--- src/rtl/boot_pkg.sv ---
// Shared types and helpers for the UART boot loader.
//   boot_state_t : load FSM states
//   BOOT_CKSUM_W : width of the trailing frame checksum
//   lane_idx()   : maps the n-th received byte to its byte lane for the configured endianness
package boot_pkg;

    typedef enum logic [2:0] {
        IDLE,
        HEADER,
        PAYLOAD,
        CHECK,
        DONE,
        ERROR
    } boot_state_t;

    localparam int unsigned BOOT_CKSUM_W = 8;

    // Little endian: byte n lands in lane n. Big endian: byte n lands in lane n_lanes-1-n.
    function automatic int unsigned lane_idx(input int unsigned idx,
                                             input int unsigned n_lanes,
                                             input bit          big_endian);
        return big_endian ? (n_lanes - 1 - idx) : idx;
    endfunction

endpackage

--- src/rtl/boot_word_assembler.sv ---
// Packs a byte stream into WORD_BYTES-wide words.
//   clk, rst          : clock, synchronous active-high reset
//   clear             : restart at byte lane 0 (new frame)
//   byte_valid        : accept byte_data this cycle
//   byte_data         : incoming byte
//   word_done_c       : combinational, this byte completes a word
//   word_valid, word  : registered one-cycle strobe and completed word
module boot_word_assembler
    import boot_pkg::*;
#(
    parameter int unsigned WORD_BYTES = 4,
    parameter int unsigned BIG_ENDIAN = 0
) (
    input  logic                    clk,
    input  logic                    rst,
    input  logic                    clear,
    input  logic                    byte_valid,
    input  logic [7:0]              byte_data,
    output logic                    word_done_c,
    output logic                    word_valid,
    output logic [8*WORD_BYTES-1:0] word
);

    localparam int unsigned WORD_W = 8 * WORD_BYTES;
    localparam int unsigned IDX_W  = (WORD_BYTES > 1) ? $clog2(WORD_BYTES) : 1;

    logic [IDX_W-1:0]  idx;
    logic [WORD_W-1:0] fill;
    logic [WORD_W-1:0] fill_c;
    int unsigned       lane_c;

    // Current partial word with the incoming byte merged into its lane
    always_comb begin
        lane_c = lane_idx(32'(idx), WORD_BYTES, BIG_ENDIAN != 0);
        fill_c = fill;
        for (int unsigned i = 0; i < WORD_BYTES; i++) begin
            if (i == lane_c) begin
                fill_c[8*i +: 8] = byte_data;
            end
        end
    end

    assign word_done_c = byte_valid && (idx == IDX_W'(WORD_BYTES - 1));

    always_ff @(posedge clk) begin
        if (rst) begin
            idx        <= '0;
            fill       <= '0;
            word_valid <= 1'b0;
            word       <= '0;
        end else begin
            word_valid <= 1'b0;
            if (clear) begin
                idx <= '0;
            end else if (byte_valid) begin
                fill <= fill_c;
                if (word_done_c) begin
                    idx        <= '0;
                    word_valid <= 1'b1;
                    word       <= fill_c;
                end else begin
                    idx <= idx + IDX_W'(1);
                end
            end
        end
    end

endmodule

--- src/rtl/uart_boot_loader.sv ---
// UART program-image loader for instruction memory.
// Frame: LEN_BYTES word-count header, N*WORD_BYTES payload bytes, and with
// BOOT_CHECKSUM_EN defined one trailing modulo-256 sum of the payload bytes.
//   clk, rst             : clock, synchronous active-high reset
//   flash                : level request to load; dropping it mid-load aborts
//   byte_valid/byte_data : received UART byte strobe and data
//   imem_we/addr/wdata   : instruction-memory word write port
//   core_hold, core_rst  : pipeline freeze and one-cycle restart pulse
//   busy, done, error    : load status (done is a pulse, error is sticky)
//   word_count           : words written in the current or last load
module uart_boot_loader
    import boot_pkg::*;
#(
    parameter int unsigned WORD_BYTES     = 4,
    parameter int unsigned ADDR_WIDTH     = 10,
    parameter int unsigned LEN_BYTES      = 2,
    parameter int unsigned BIG_ENDIAN     = 0,
    parameter int unsigned TIMEOUT_CYCLES = 1000000
) (
    input  logic                    clk,
    input  logic                    rst,
    input  logic                    flash,
    input  logic                    byte_valid,
    input  logic [7:0]              byte_data,
    output logic                    imem_we,
    output logic [ADDR_WIDTH-1:0]   imem_addr,
    output logic [8*WORD_BYTES-1:0] imem_wdata,
    output logic                    core_hold,
    output logic                    core_rst,
    output logic                    busy,
    output logic                    done,
    output logic                    error,
    output logic [ADDR_WIDTH:0]     word_count
);

    localparam int unsigned LEN_W  = 8 * LEN_BYTES;
    localparam int unsigned CNT_W  = ADDR_WIDTH + 1;
    localparam int unsigned HIDX_W = (LEN_BYTES > 1) ? $clog2(LEN_BYTES) : 1;
    localparam int unsigned TO_W   = $clog2(TIMEOUT_CYCLES + 1);

`ifdef BOOT_CHECKSUM_EN
    localparam boot_state_t POST_PAYLOAD = CHECK;
`else
    localparam boot_state_t POST_PAYLOAD = DONE;
`endif

    boot_state_t       state, state_next;
    logic [HIDX_W-1:0] hdr_idx;
    logic [LEN_W-1:0]  len_q, len_c;
    logic [CNT_W-1:0]  n_q;
    logic [CNT_W-1:0]  asm_cnt;
    logic [TO_W-1:0]   idle_cnt;
    logic              enter_hdr_c, hdr_acc_c, pay_acc_c, any_acc_c;
    logic              hdr_last_c, len_big_c, len_zero_c;
    logic              tick_c, timeout_c, word_done_c;

    assign enter_hdr_c = (state == IDLE) && flash;
    assign hdr_acc_c   = byte_valid && flash && (state == HEADER);
    // Stop feeding the assembler once all N words have been collected
    assign pay_acc_c   = byte_valid && flash && (state == PAYLOAD) && (asm_cnt < n_q);
    assign hdr_last_c  = hdr_idx == HIDX_W'(LEN_BYTES - 1);

    // Header value including the byte arriving this cycle
    always_comb begin
        len_c = len_q;
        for (int unsigned i = 0; i < LEN_BYTES; i++) begin
            if (i == lane_idx(32'(hdr_idx), LEN_BYTES, BIG_ENDIAN != 0)) begin
                len_c[8*i +: 8] = byte_data;
            end
        end
    end

    assign len_big_c  = 64'(len_c) > (64'd1 << ADDR_WIDTH);
    assign len_zero_c = len_c == '0;

`ifdef BOOT_CHECKSUM_EN
    logic [BOOT_CKSUM_W-1:0] cksum;
    logic                    chk_acc_c;

    assign chk_acc_c = byte_valid && flash && (state == CHECK);
    assign any_acc_c = hdr_acc_c || pay_acc_c || chk_acc_c;

    // Running payload sum, header bytes excluded
    always_ff @(posedge clk) begin
        if (rst || enter_hdr_c) begin
            cksum <= '0;
        end else if (pay_acc_c) begin
            cksum <= cksum + byte_data;
        end
    end
`else
    assign any_acc_c = hdr_acc_c || pay_acc_c;
`endif

    // Inter-byte timeout runs once a frame has started
    assign tick_c    = ((state == HEADER) && (hdr_idx != '0)) || (state == PAYLOAD)
                       || (state == CHECK);
    assign timeout_c = tick_c && !any_acc_c && (idle_cnt == TO_W'(TIMEOUT_CYCLES - 1));

    boot_word_assembler #(
        .WORD_BYTES (WORD_BYTES),
        .BIG_ENDIAN (BIG_ENDIAN)
    ) u_asm (
        .clk         (clk),
        .rst         (rst),
        .clear       (enter_hdr_c),
        .byte_valid  (pay_acc_c),
        .byte_data   (byte_data),
        .word_done_c (word_done_c),
        .word_valid  (imem_we),
        .word        (imem_wdata)
    );

    assign imem_addr = word_count[ADDR_WIDTH-1:0];

    // Next-state logic
    always_comb begin
        state_next = state;
        case (state)
            IDLE: begin
                if (flash) state_next = HEADER;
            end
            HEADER: begin
                if (!flash || timeout_c) begin
                    state_next = ERROR;
                end else if (hdr_acc_c && hdr_last_c) begin
                    if (len_big_c)       state_next = ERROR;
                    else if (len_zero_c) state_next = POST_PAYLOAD;
                    else                 state_next = PAYLOAD;
                end
            end
            PAYLOAD: begin
                if (!flash || timeout_c) begin
                    state_next = ERROR;
`ifdef BOOT_CHECKSUM_EN
                // Move on as soon as the last word is assembled; its write
                // still completes while the checksum byte is awaited.
                end else if (word_done_c && (asm_cnt + CNT_W'(1) == n_q)) begin
                    state_next = CHECK;
`else
                end else if (imem_we && (word_count + CNT_W'(1) == n_q)) begin
                    state_next = DONE;
`endif
                end
            end
`ifdef BOOT_CHECKSUM_EN
            CHECK: begin
                if (!flash || timeout_c) begin
                    state_next = ERROR;
                end else if (chk_acc_c) begin
                    state_next = (byte_data == cksum) ? DONE : ERROR;
                end
            end
`endif
            DONE: begin
                if (!flash) state_next = IDLE;
            end
            ERROR: begin
                if (!flash) state_next = IDLE;
            end
            default: state_next = IDLE;
        endcase
    end

    // State, counters and registered status outputs
    always_ff @(posedge clk) begin
        if (rst) begin
            state      <= IDLE;
            hdr_idx    <= '0;
            len_q      <= '0;
            n_q        <= '0;
            asm_cnt    <= '0;
            word_count <= '0;
            idle_cnt   <= '0;
            core_hold  <= 1'b0;
            busy       <= 1'b0;
            done       <= 1'b0;
            core_rst   <= 1'b0;
            error      <= 1'b0;
        end else begin
            state     <= state_next;
            core_hold <= state_next != IDLE;
            busy      <= (state_next == HEADER) || (state_next == PAYLOAD)
                         || (state_next == CHECK);
            done      <= (state_next == DONE) && (state != DONE);
            core_rst  <= (state_next == DONE) && (state != DONE);

            if (enter_hdr_c)                error <= 1'b0;
            else if (state_next == ERROR)   error <= 1'b1;

            if (enter_hdr_c) begin
                hdr_idx    <= '0;
                len_q      <= '0;
                n_q        <= '0;
                asm_cnt    <= '0;
                word_count <= '0;
                idle_cnt   <= '0;
            end else begin
                if (hdr_acc_c) begin
                    len_q   <= len_c;
                    hdr_idx <= hdr_idx + HIDX_W'(1);
                    if (hdr_last_c) n_q <= CNT_W'(len_c);
                end
                if (word_done_c) asm_cnt <= asm_cnt + CNT_W'(1);
                if (imem_we)     word_count <= word_count + CNT_W'(1);
                if (any_acc_c || !tick_c) idle_cnt <= '0;
                else                      idle_cnt <= idle_cnt + TO_W'(1);
            end
        end
    end

endmodule
--- config.mk ---
export PLATFORM = sky130hd
export DESIGN_NAME = uart_boot_loader
export DESIGN_NICKNAME = d
export VERILOG_FILES = /design/src/rtl/boot_pkg.sv /design/src/rtl/boot_word_assembler.sv /design/src/rtl/uart_boot_loader.sv
export SDC_FILE = /design/constraint.sdc
export NUM_CORES = 1
export LEC_CHECK = 0
export ABC_AREA = 1
export BUFFER_PORTS_ARGS = -buffer_cell sky130_fd_sc_hd__buf_2
export CELL_PAD_IN_SITES_DETAIL_PLACEMENT = 2
export CELL_PAD_IN_SITES_GLOBAL_PLACEMENT = 2
export CORE_MARGIN = 5
export CORE_UTILIZATION = 33
export DETAILED_ROUTE_END_ITERATION = 8
export HOLD_SLACK_MARGIN = 0.12
export PLACE_DENSITY = 0.81
export RECOVER_POWER = 25
export SETUP_SLACK_MARGIN = 0.1
export SLEW_MARGIN = 20
export SYNTH_ARGS = -nofsm -noshare
export SYNTH_HDL_FRONTEND = slang
export SYNTH_SLANG_ARGS = --single-unit
--- constraint.sdc ---
create_clock -name clk -period 2.7 [get_ports clk]
set_input_delay 0.27 -clock clk [delete_from_list [all_inputs] [get_ports clk]]
set_output_delay 0.27 -clock clk [all_outputs]
set_load 0.01 [all_outputs]
### Word level (Yosys, flattened, before mapping)

Index checks and enable logic that the tools add are counted.

| cells by class | value |
|---|---|
| $add $sub $neg | 5 |
| $lt $le $gt $ge | 2 |
| equal/unequal tests | 17 |
| muxes and demuxes | 17 |
| bitwise gates (word level) | 2 |
| reductions and logical operators | 33 |

Operator list:

| kind | count |
|---|---|
| $mux 8 | 6 |
| $mux 3 | 8 |
| $add 11x1->11 const B | 2 |
| $add 20x1->20 const B | 1 |
| $eq 20x20->1 const B | 1 |
| $gt 16x11->1 const B | 1 |
| $logic_not 16->1 | 1 |
| $eq 3x2->1 const B | 4 |
| $eq 3x3->1 const B | 4 |
| $logic_and 1x1->1 | 12 |
| $pmux 3 s4 | 1 |
| $eq 11x11->1 | 1 |
| $lt 11x11->1 | 1 |
| $logic_or 1x1->1 | 7 |
| $eq 3x1->1 const B | 2 |
| $reduce_or 3->1 | 2 |
| $eq 2x2->1 const A | 2 |
| $reduce_and 2->1 | 2 |
| $reduce_or 2->1 | 2 |
| $logic_not 1->1 | 3 |
| $logic_not 3->1 | 1 |
| $ne 3x3->1 const B | 1 |
| $reduce_and 3->1 | 1 |
| $reduce_bool 3->1 | 1 |
| 8 further kinds | 9 |

| storage, ports and cells | value |
|---|---|
| register bits after elaboration | 144 |
| input bits | 12 |
| output and inout bits | 59 |
| logic and storage cells | 91 |

### Logic depth before layout (Yosys ltp)

Gate-level depths: netlist of the first run.

| depth | value |
|---|---|
| depth in word-level cells | 13 |
| gate-level depth with buffers | 16 |
| gate-level depth less buffers | 16 |

### Hierarchy

From an unflattened synthesis of the first run, not the netlist that was laid out.

| second synthesis, totals | value |
|---|---|
| cell total of the unflattened synthesis | 1001 |
| area, all modules | 6749.0 µm² |

By module, submodules not included:

| module | instances | cells each | area each (µm²) | seq. area each (µm²) |
|---|---|---|---|---|
| uart_boot_loader | 1 | 617 | 4186.5 | 1541.5 |
| boot_word_assembler | 1 | 384 | 2562.5 | 1181.1 |

### Least setup slack after synthesis of the first run

Ideal clock, no wire load.

| path | value |
|---|---|
| kind | register -> register |
| start point | reg n_q[10] |
| end point | reg core_hold |
| library setup time | 0.129 ns |
| arrival time | 1.786 ns |
| required time | 2.571 ns |
| slack | 0.785 ns |
| cell stages (with the launch flop) | 17 |
| path buffers | 0 |
| clock period less this slack | 1.915 ns |
| cells stage by stage | dfxtp_1 -> inv_1 -> ha_1 -> nand2_1 -> inv_1 -> nand2_1 -> nand2_1 -> nor2_2 -> nand3_4 -> nand3_1 -> nand2_1 -> inv_1 -> nand2_1 -> a21oi_1 -> nand2_1 -> nand2_1 -> o21ai_1 |

| between the ends | value |
|---|---|
| word-level cells in the longest chain between the ends | 10 |
| elaborated cells between the ends (all ways) | 14 |
| those cells by class | order compare (1); eq/ne (1); mux (4); reduce/logical (8) |

RTL lines:

| what | line | text |
|---|---|---|
| start, declared | uart_boot_loader.sv:50 | `logic [CNT_W-1:0] n_q;` |
| start signal, assigned | uart_boot_loader.sv:202 | `if (hdr_last_c) n_q <= CNT_W'(len_c);` |
| $lt 11x11->1 | uart_boot_loader.sv:60 | `assign pay_acc_c = byte_valid && flash && (state == PAYLOAD) && (asm_cnt < n_q);` |
| $logic_and 1x1->1 | uart_boot_loader.sv:60 |  |
| $logic_or 1x1->1 | uart_boot_loader.sv:92 | `assign any_acc_c = hdr_acc_c \|\| pay_acc_c;` |
| $logic_not 1->1 | uart_boot_loader.sv:98 | `assign timeout_c = tick_c && !any_acc_c && (idle_cnt == TO_W'(TIMEOUT_CYCLES - 1));` |
| $logic_and 1x1->1 (2 in a row) | uart_boot_loader.sv:98 |  |
| $logic_or 1x1->1 | uart_boot_loader.sv:124, uart_boot_loader.sv:133 |  |
| $mux 3 (on tied branches) | uart_boot_loader.sv:133, uart_boot_loader.sv:124 |  |
| $pmux 3 s4 (*) | uart_boot_loader.sv:119 | `case (state)` |
| $reduce_bool 3->1 (*) | uart_boot_loader.sv:182 | `core_hold <= state_next != IDLE;` |
| end signal, assigned | uart_boot_loader.sv:175 | `core_hold <= 1'b0;` |
| end signal, assigned | uart_boot_loader.sv:182 |  |
| end, declared | uart_boot_loader.sv:28 | `output logic core_hold,` |

Every way passes the cells marked *; elsewhere a longest branch is shown, timed or not.
A chain may end at the register's enable or synchronous reset.

### Worst setup path after layout of the first run

| path | value |
|---|---|
| start point | reg n_q[10] |
| end point | reg asm_cnt[1] |

| between the ends | value |
|---|---|
| word-level cells in the longest chain between the ends | 3 |

RTL lines:

| what | line | text |
|---|---|---|
| $lt 11x11->1 | uart_boot_loader.sv:60 |  |
| $logic_and 1x1->1 | uart_boot_loader.sv:60 |  |
| $logic_and 1x1->1 | boot_word_assembler.sv:43 | `assign word_done_c = byte_valid && (idx == IDX_W'(WORD_BYTES - 1));` |
| end signal, assigned | uart_boot_loader.sv:204 | `if (word_done_c) asm_cnt <= asm_cnt + CNT_W'(1);` |
| end, declared | uart_boot_loader.sv:51 | `logic [CNT_W-1:0] asm_cnt;` |

No other way between the ends.

==> summary.md, run 1 <==
| Metric | Value |
|---|---|
| Status | `completed` |
| Most frequent CP cell | `nor2_1` |
| Top Ports | `71` |
| Max Fanout on Critical Path | `26` |
| H-tree depth | `4` |
| DRT iter0 DRCs | `192` |
| Final Hold Viols | `0` |
| Area Growth Syn to Fin | `17.2%` |
| Hold buffers post-CTS | `0` |
| Max incr delay on CP | `0.35 ns` |
| Worst Max-Slew Pin Slew | `0.627 ns` |
| I/O Buffers | `70` |
| Dpl cell area | `0.00715 sq mm` |
| DR vias | `6387` |
| Tot Pwr | `4.67 mW` |
| Yosys reg bits | `137` |
| Synthesized cell area | `0.00659 sq mm` |
| Final wirelength | `21600 um` |
| RSZ-0062 raised after global routing | `false` |
| Final core occ | `39.4%` |
| FILL cells | `2381` |
| Vias in the first global route | `6984` |
| Pwr Density | `604 mW/mm^2` |
| Dpl hpwl | `15200 um` |
| Crit Path Category | `reg -> reg` |
| Slack of the worst reg-to-reg path | `0.35 ns` |
| Synth warn | `0` |
| Final Cycle Share | `86.9%` |
| Max clock buf depth | `2` |
| CTS tree | `done` |
| Die Y | `151 um` |
| Max-Cap Viols | `0` |
| Hold path depth | `3` |
| Grt met3 use | `3.44%` |
| Largest net degree at the start of global routing | `46` |
| Hold_sp | `byte_data[5]` |
| Clock latency at the later pin of the worst-skew pair | `0.43 ns` |
| Starting Density | `33.6%` |
| Nets | `1016` |
| Layout cell share with drive strength beyond 1 | `11.1%` |
| Post-synth EDFFs | `0` |
| Placer Congestion | `0.791` |
| Hold EP | `u_asm.word[29]` |
| Core footprint | `0.0196 sq mm` |
| Buf/Inv on CP | `3` |
| Relative max-transition margin | `58.1%` |
| Avg WL per Cell | `17.1 um` |
| CP delay by family, top | `simple AND/OR/NAND/NOR gates` |
| Multi-input logic area | `0.00323 sq mm` |
| HP Class | `in -> reg` |
| Seq/Total Area, Yosys | `41.6%` |
| First-pass GRT wire length | `35600 um` |
| Worst r2r path cells | `11` |
| RR Startpoint | `n_q[10]` |
| Required @ worst endpoint | `3.01 ns` |
| Met1 Track Usage GR | `23.5%` |
| Met2 Use GR | `36.1%` |
| Netlist cell types | `43` |
| Worst Skew | `0.0121 ns` |
| Slowest stage cell, crit path | `dfxtp_1` |
| Vias/cell | `5.06` |
| TritonRoute pass-1 iters | `5` |
| Final ANT Viol Nets | `0` |
| DRC violations left | `0` |
| Final Hold Slack | `0.172 ns` |
| Peak Freq | `0.426 GHz` |
| Worst-path clk slew | `0.06 ns` |
| Most common flop cell mapped by yosys | `dfxtp_1` |
| DIE WIDTH | `151 um` |
| Syn_nets | `956` |
| Register area | `0.00274 sq mm` |
| Diodes inserted | `0` |
| Final std cells w/o fill | `1263` |
| Worst Setup End Kind | `register` |
| Static leakage | `3.08 nW` |
| Final setup violation count | `0` |
| Overflow after GRT | `0` |
| Post-route worst setup slack | `0.352 ns` |
| VDD IR-drop max | `456 uV` |
| Gr busiest metal | `met2` |
| CTS buffer count | `17` |
| Gate Count Post-Synth | `927` |
| Ys async rst share | `0%` |
| RR Endpoint | `asm_cnt[1]` |
| Total clock sinks | `137` |
| Total track usage | `19.7%` |
| Setup TNS | `0 ns` |
| Placed cells | `1229` |
| Cell area after layout | `0.00772 sq mm` |
| Fin crit period | `2.35 ns` |
| Die ar. | `0.0229 sq mm` |
| Root Driver | `clkbuf_16` |
| CP cell instances | `inv_1, ha_1, a21oi_1, nand2_1, nor2_2, nand3_4, nor2_8, inv_2, buf_4, nor2_1, nor2_1` |
| Synthesized area per cell | `7.11 sq um` |
| CP Data Arrival Time | `2.66 ns` |
| Pre-CTS setup slack | `0.246 ns` |
| Max Transition Viols Final | `0` |
| Row count | `51` |
| Critical path launch point type | `register` |
| Initial antenna violation count | `0` |
-- where the power goes --
part / internal [mW] / total, mW / switching (mW)
Sequential: 2.03 / 2.04 / 0.00687
Combinational: 0.0421 / 0.175 / 0.133
Clock: 1.48 / 2.46 / 0.972
Total: 3.56 / 4.67 / 1.11
-- tightest hold or removal path: cells and delay by family --
family | cells | cell delay, ns
simple gates | 2 | 0.13
buf+inv | 1 | 0.15
-- metal layers --
layer  vias up  part of all wire [%]  wire (um)
li1       3106                     -          -
met1      3159                    44       9620
met2        96                    52      11200
met3        26                   2.5        530
met4         0                   1.5        319
met5         -                     0          0
-- synthesized netlist by cell type (11+ instances only) --
cell type / count / share of area [%]
clkbuf_1: 25 / 1.4
o21ai_0: 56 / 4.3
nand2_1: 256 / 15
ha_1: 17 / 3.2
a21oi_1: 94 / 7.1
nor2_1: 80 / 4.6
nor3_1: 12 / 0.91
inv_1: 92 / 5.2
mux2_2: 12 / 2.1
dfxtp_1: 137 / 42
buf_4: 11 / 1.3
nand3_1: 38 / 2.9
-- cells in the final DEF (no fill, tap or decap), types with 3 or more instances in the layout --
| cell type | n |
|---|---|
| nand4_1 | 9 |
| a211oi_1 | 8 |
| o211ai_1 | 3 |
| nor3_1 | 12 |
| a21oi_1 | 94 |
| a31oi_1 | 7 |
| nand3_1 | 38 |
| o21ai_0 | 56 |
| nor2_2 | 3 |
| nor3_2 | 4 |
| xor2_1 | 7 |
| o21a_1 | 7 |
| nor4_1 | 3 |
| inv_1 | 90 |
| dfxtp_1 | 137 |
| buf_2 | 21 |
| clkbuf_16 | 17 |
| nor2_1 | 79 |
| clkbuf_1 | 49 |
| bufinv_16 | 3 |
| or2_2 | 3 |
| inv_6 | 5 |
| nand2_1 | 256 |
| mux2_2 | 12 |
| ha_1 | 17 |
| buf_4 | 20 |
| inv_2 | 8 |
| nor2_4 | 3 |
-- cell families (layout without fill, tap and decap cells) --
logic type,Yosys count,count (layout),synth area share [%]
AOI/OAI and AO/OA,178,178,14.4
xor gates and xnor gates,10,10,1.54
adders and majority gates,17,17,3.23
buffers and inverters,149,220,9.40
DFF,137,137,41.6
muxes,14,14,2.36
and+or+nand+nor,422,422,27.4
-- flip-flops by register name (all words and copies together) (netlist names), 2 cells and up --
| register | count |
|---|---|
| asm_cnt | 11 |
| idle_cnt | 20 |
| len_q | 16 |
| n_q | 11 |
| state | 3 |
| u_asm.fill | 25 |
| u_asm.idx | 2 |
| u_asm.word | 32 |
| word_count | 11 |
-- how the worst max path moves through the flow --
stage | startpoint | endpoint | slack [ns] | cells after the start
6_report | n_q[10] | asm_cnt[1] | 0.35 | 11
3_5_place_dp | n_q[9] | u_asm.fill[21] | 0.25 | 13
5_1_grt | n_q[9] | core_hold | 0.14 | 16
3_3_place_gp | n_q[9] | u_asm.fill[14] | 0.37 | 13
4_1_cts | n_q[9] | u_asm.fill[14] | 0.14 | 13
2_1_floorplan | n_q[10] | core_hold | 0.78 | 16
-- repair_timing --
item / in CTS / in global routing
endpoints found under the setup margin: 0 / 11
buffers inserted: 0 / 4
resized for setup: 0 / 3
hold endpoints to repair: 0 / 0
-- cell type report --
| type | count | area share [%] |
|---|---|---|
| Multi-Input combinational cell | 641 | 41.8 |
| Sequential cell | 137 | 35.5 |
| Clock buffer | 18 | 5.69 |
| Timing Repair Buffer | 90 | 5.69 |
| Inverter | 100 | 4.91 |
| Tap cell | 265 | 4.29 |
| Clock inverter | 12 | 2.12 |
No activity file was read; power rests on OpenSTA's default activity.
==> run 2: changes to the inputs <==
Settings changed: ABC_AREA 1 to not set, CELL_PAD_IN_SITES_DETAIL_PLACEMENT 2 to 1, CORE_UTILIZATION 33 to 35, CTS_CLUSTER_DIAMETER set to 30, PLACE_DENSITY 0.81 to 0.8.
==> run 2 against run 1 <==
  * Sequential power is 3% lower
  * Core utilization up 2.7 points
  * Clock-buffer cell count grew 6
  * Clock skew is 0.0018 ns lower
==> summary.md, run 2 <==
| Metric | Value |
|---|---|
| Status | `completed` |
| Starting Density | `35.5% (+1.9 points)` |
| Dpl hpwl | `11600 um (-24%)` |
| Final ANT Viol Nets | `0 (unchanged)` |
| Worst Max-Slew Pin Slew | `0.673 ns (+0.0454 ns)` |
| Final setup violation count | `0 (unchanged)` |
| Final wirelength | `16600 um (-23%)` |
| Clock power share | `49.7% (-2.9 points)` |
| Diodes inserted | `0 (unchanged)` |
| Total track usage | `16.6% (-3.1 points)` |
| Ys async rst share | `0% (unchanged)` |
| Die Y | `142 um (-6.1%)` |
| Synth top area cells | `dfxtp_1 43%, mux2i_1 9.4%, nor2_1 7.4%` |
| Die ar. | `0.0202 sq mm (-12%)` |
| CTS buffer count | `17 (unchanged)` |
| Post-route worst setup slack | `0.177 ns (-0.175 ns)` |
| Pre-CTS setup slack | `0.0435 ns (-0.202 ns)` |
| Clock latency at the later pin of the worst-skew pair | `0.42 ns (about the same)` |
| CP Data Arrival Time | `2.84 ns (+0.18 ns)` |
| Max-Cap Viols | `0 (unchanged)` |
| TritonRoute pass-1 iters | `6 (+1)` |
| Yosys reg bits | `132 (-3.6%)` |
| Crit Path Category | `reg -> reg` |
| Biggest register | `u_asm.word` |
| RSZ-0062 raised after global routing | `true` |
| DRT iter0 DRCs | `182 (-5.2%)` |
| Placed cells | `950 (-23%)` |
| Worst Setup End Kind | `register` |
| Critical path launch point type | `register` |
| Fin crit period | `2.52 ns (+0.175 ns)` |
| Core footprint | `0.0172 sq mm (-12%)` |
| Commonest non-fill, non-tap cell in the layout | `dfxtp_1` |
| First-pass GRT wire length | `26900 um (-24%)` |
| Nets | `779 (-23%)` |
| Syn_nets | `721 (-25%)` |
| Most common flop cell mapped by yosys | `dfxtp_1` |
| Static leakage | `2.78 nW (-9.6%)` |
| Relative max-transition margin | `55.1% (-3.0 points)` |
| Area leader, netlist | `dfxtp_1` |
| Netlist cell types | `57 (+33%)` |
| Final Cycle Share | `93.4% (+6.5 points)` |
| VDD IR-drop max | `449 uV (-1.5%)` |
| Worst-path clk slew | `0.06 ns (about the same)` |
| Seq/Total Area, Yosys | `43.3% (+1.7 points)` |
| Biggest registers after layout | `u_asm.word: 32 flops, u_asm.fill: 24 flops, idle_cnt: 20 flops` |
| Seq pwr share | `46.8% (+3.2 points)` |
| Most common cell in the netlist | `dfxtp_1` |
| Synth warn | `0 (unchanged)` |
| Switch share | `22.8% (-1.0 points)` |
| Hold buffers post-CTS | `0 (unchanged)` |
| Synthesized cell area | `0.00610 sq mm (-7.4%)` |
| Max Transition Viols Final | `0 (unchanged)` |
| Setup TNS | `0 ns (unchanged)` |
| DRC violations left | `0 (unchanged)` |
| CTS tree | `done` |
| Pwr Density | `581 mW/mm^2 (-3.9%)` |
| Final std cells w/o fill | `988 (-22%)` |
| Area Growth Syn to Fin | `18.6%` |
| DIE WIDTH | `142 um (-6.1%)` |
| Max Fanout on Critical Path | `7 (-73%)` |
| Max reg flops | `32 (unchanged)` |
| H-tree depth | `4 (unchanged)` |
| Vias in the first global route | `5131 (-27%)` |
| Top Ports | `71 (unchanged)` |
| Required @ worst endpoint | `3.01 ns (about the same)` |
| Root Driver | `clkbuf_16` |
| Cell area after layout | `0.00724 sq mm (-6.3%)` |
| HP Class | `in -> reg` |
| Largest net degree at the start of global routing | `64 (+39%)` |
| Commonest cells in the netlist | `132 x dfxtp_1, 120 x nor2_1, 78 x nand2_1` |
| Dpl cell area | `0.00662 sq mm (-7.4%)` |
| DR vias | `4990 (-22%)` |
| Row count | `48 (-5.9%)` |
| Gate Count Post-Synth | `692 (-25%)` |
| Most frequent cells in the layout | `130 x dfxtp_1, 120 x nor2_1, 78 x nand2_1` |
| Peak Freq | `0.396 GHz (-7.0%)` |
| Top-area cell type share of the netlist area | `43.3% (+1.7 points)` |
| Initial antenna violation count | `0 (unchanged)` |
| Vias/cell | `5.05 (-0.13%)` |
| Avg WL per Cell | `16.8 um (-2.0%)` |
| Layout cell share with drive strength beyond 1 | `14.0% (+2.9 points)` |
| I/O Buffers | `70 (unchanged)` |
| Final Hold Viols | `0 (unchanged)` |
| Max clock buf depth | `2 (unchanged)` |
| Power Internal | `3.24 mW (-8.8%)` |
| Overflow after GRT | `0 (unchanged)` |
| Worst Skew | `0.0103 ns (-0.00181 ns)` |
| Total clock sinks | `132 (-3.6%)` |
| Post-synth EDFFs | `0 (unchanged)` |
| Switching power total | `0.959 mW (-14%)` |
| Placer Congestion | `0.859 (+8.7%)` |
| Comb pwr share | `3.5% (-0.3 points)` |
| Synthesized area per cell | `8.82 sq um (+24%)` |
## run 2: path summary, 6_finish.rpt
check	start	end	slack (ns)	cells after the start
worst max-delay path	word_count[1]	done	0.18	8
worst max register to register	word_count[1]	done	0.18	8
worst min-delay path	byte_data[1]	u_asm.word[25]	0.25	3
worst min register to register	u_asm.word[29]	u_asm.word[29]	0.46	2
## run 2: area by class of cell
class / count / area, sq um
tap: 225 / 282
clock buffer: 24 / 482
multi-input combinational: 488 / 3220
clock inverter: 8 / 52.6
sequential: 132 / 2650
inverter: 15 / 56.3
timing repair buffer: 96 / 500
fill: 2070 / 9940
## run 2: timing repair
action / CTS / global route
endpoints found under the hold margin: 0 / 0
setup buffers: 0 / 6
pin swaps: 1 / 5
setup endpoints to repair: 3 / 54
gates resized for setup: 0 / 19
## run 2: worst max-delay path: stages (launching register included)
cell and delay, ns:
dfxtp_1 0.45, ha_2 0.28, nand3_1 0.13, or3_1 0.41
a221oi_4 0.37, a21boi_1 0.13, o21bai_2 0.19, nand2_1 0.13
a2111oi_4 0.33
## run 2: metal layers
layer	vias up	GRT usage [%]	routed length (um)
li1	2458	-	-
met1	2432	21.2	7660
met4	0	5.20	288
met2	77	28.1	8140
met3	23	3.49	501
met5	-	0	0
## run 2: cell families (layout without fill, tap and decap cells)
| logic type | after synthesis | in the layout | share of synthesized area, % |
|---|---|---|---|
| flip-flops | 132 | 132 | 43.3 |
| AO/OA/AOI/OAI | 91 | 91 | 10.5 |
| buffers and inverters | 72 | 143 | 5.46 |
| multiplexers | 57 | 57 | 9.35 |
| XOR/XNOR | 50 | 50 | 7.18 |
| adder cells (fa/ha/maj) | 17 | 17 | 3.49 |
| AND/OR/NAND/NOR | 273 | 273 | 20.7 |
## run 2: power groups by stage
| stage | Combinational [mW] | Sequential [mW] | Clock (mW) |
|---|---|---|---|
| 6_report | 0.148 | 1.97 | 2.09 |
| 4_1_cts | 0.141 | 1.97 | 2.14 |
| 3_5_place_dp | 0.140 | 2.01 | 0 |
| 3_3_place_gp | 0.136 | 2.01 | 0 |
| 5_1_grt | 0.160 | 1.97 | 2.22 |
| 2_1_floorplan | 0.0911 | 2.01 | 0 |
## run 2: metrics by stage
step | hold WS, ns | total power, mW | utilization [%]
3_3_place_gp | 0.444 | 2.14 | 38.5
4_1_cts | 0.233 | 4.24 | 41.7
6_report | 0.246 | 4.20 | 42.1
2_1_floorplan | 0.436 | 2.10 | -
3_5_place_dp | 0.447 | 2.15 | 38.5
5_1_grt | 0.252 | 4.35 | 42.1
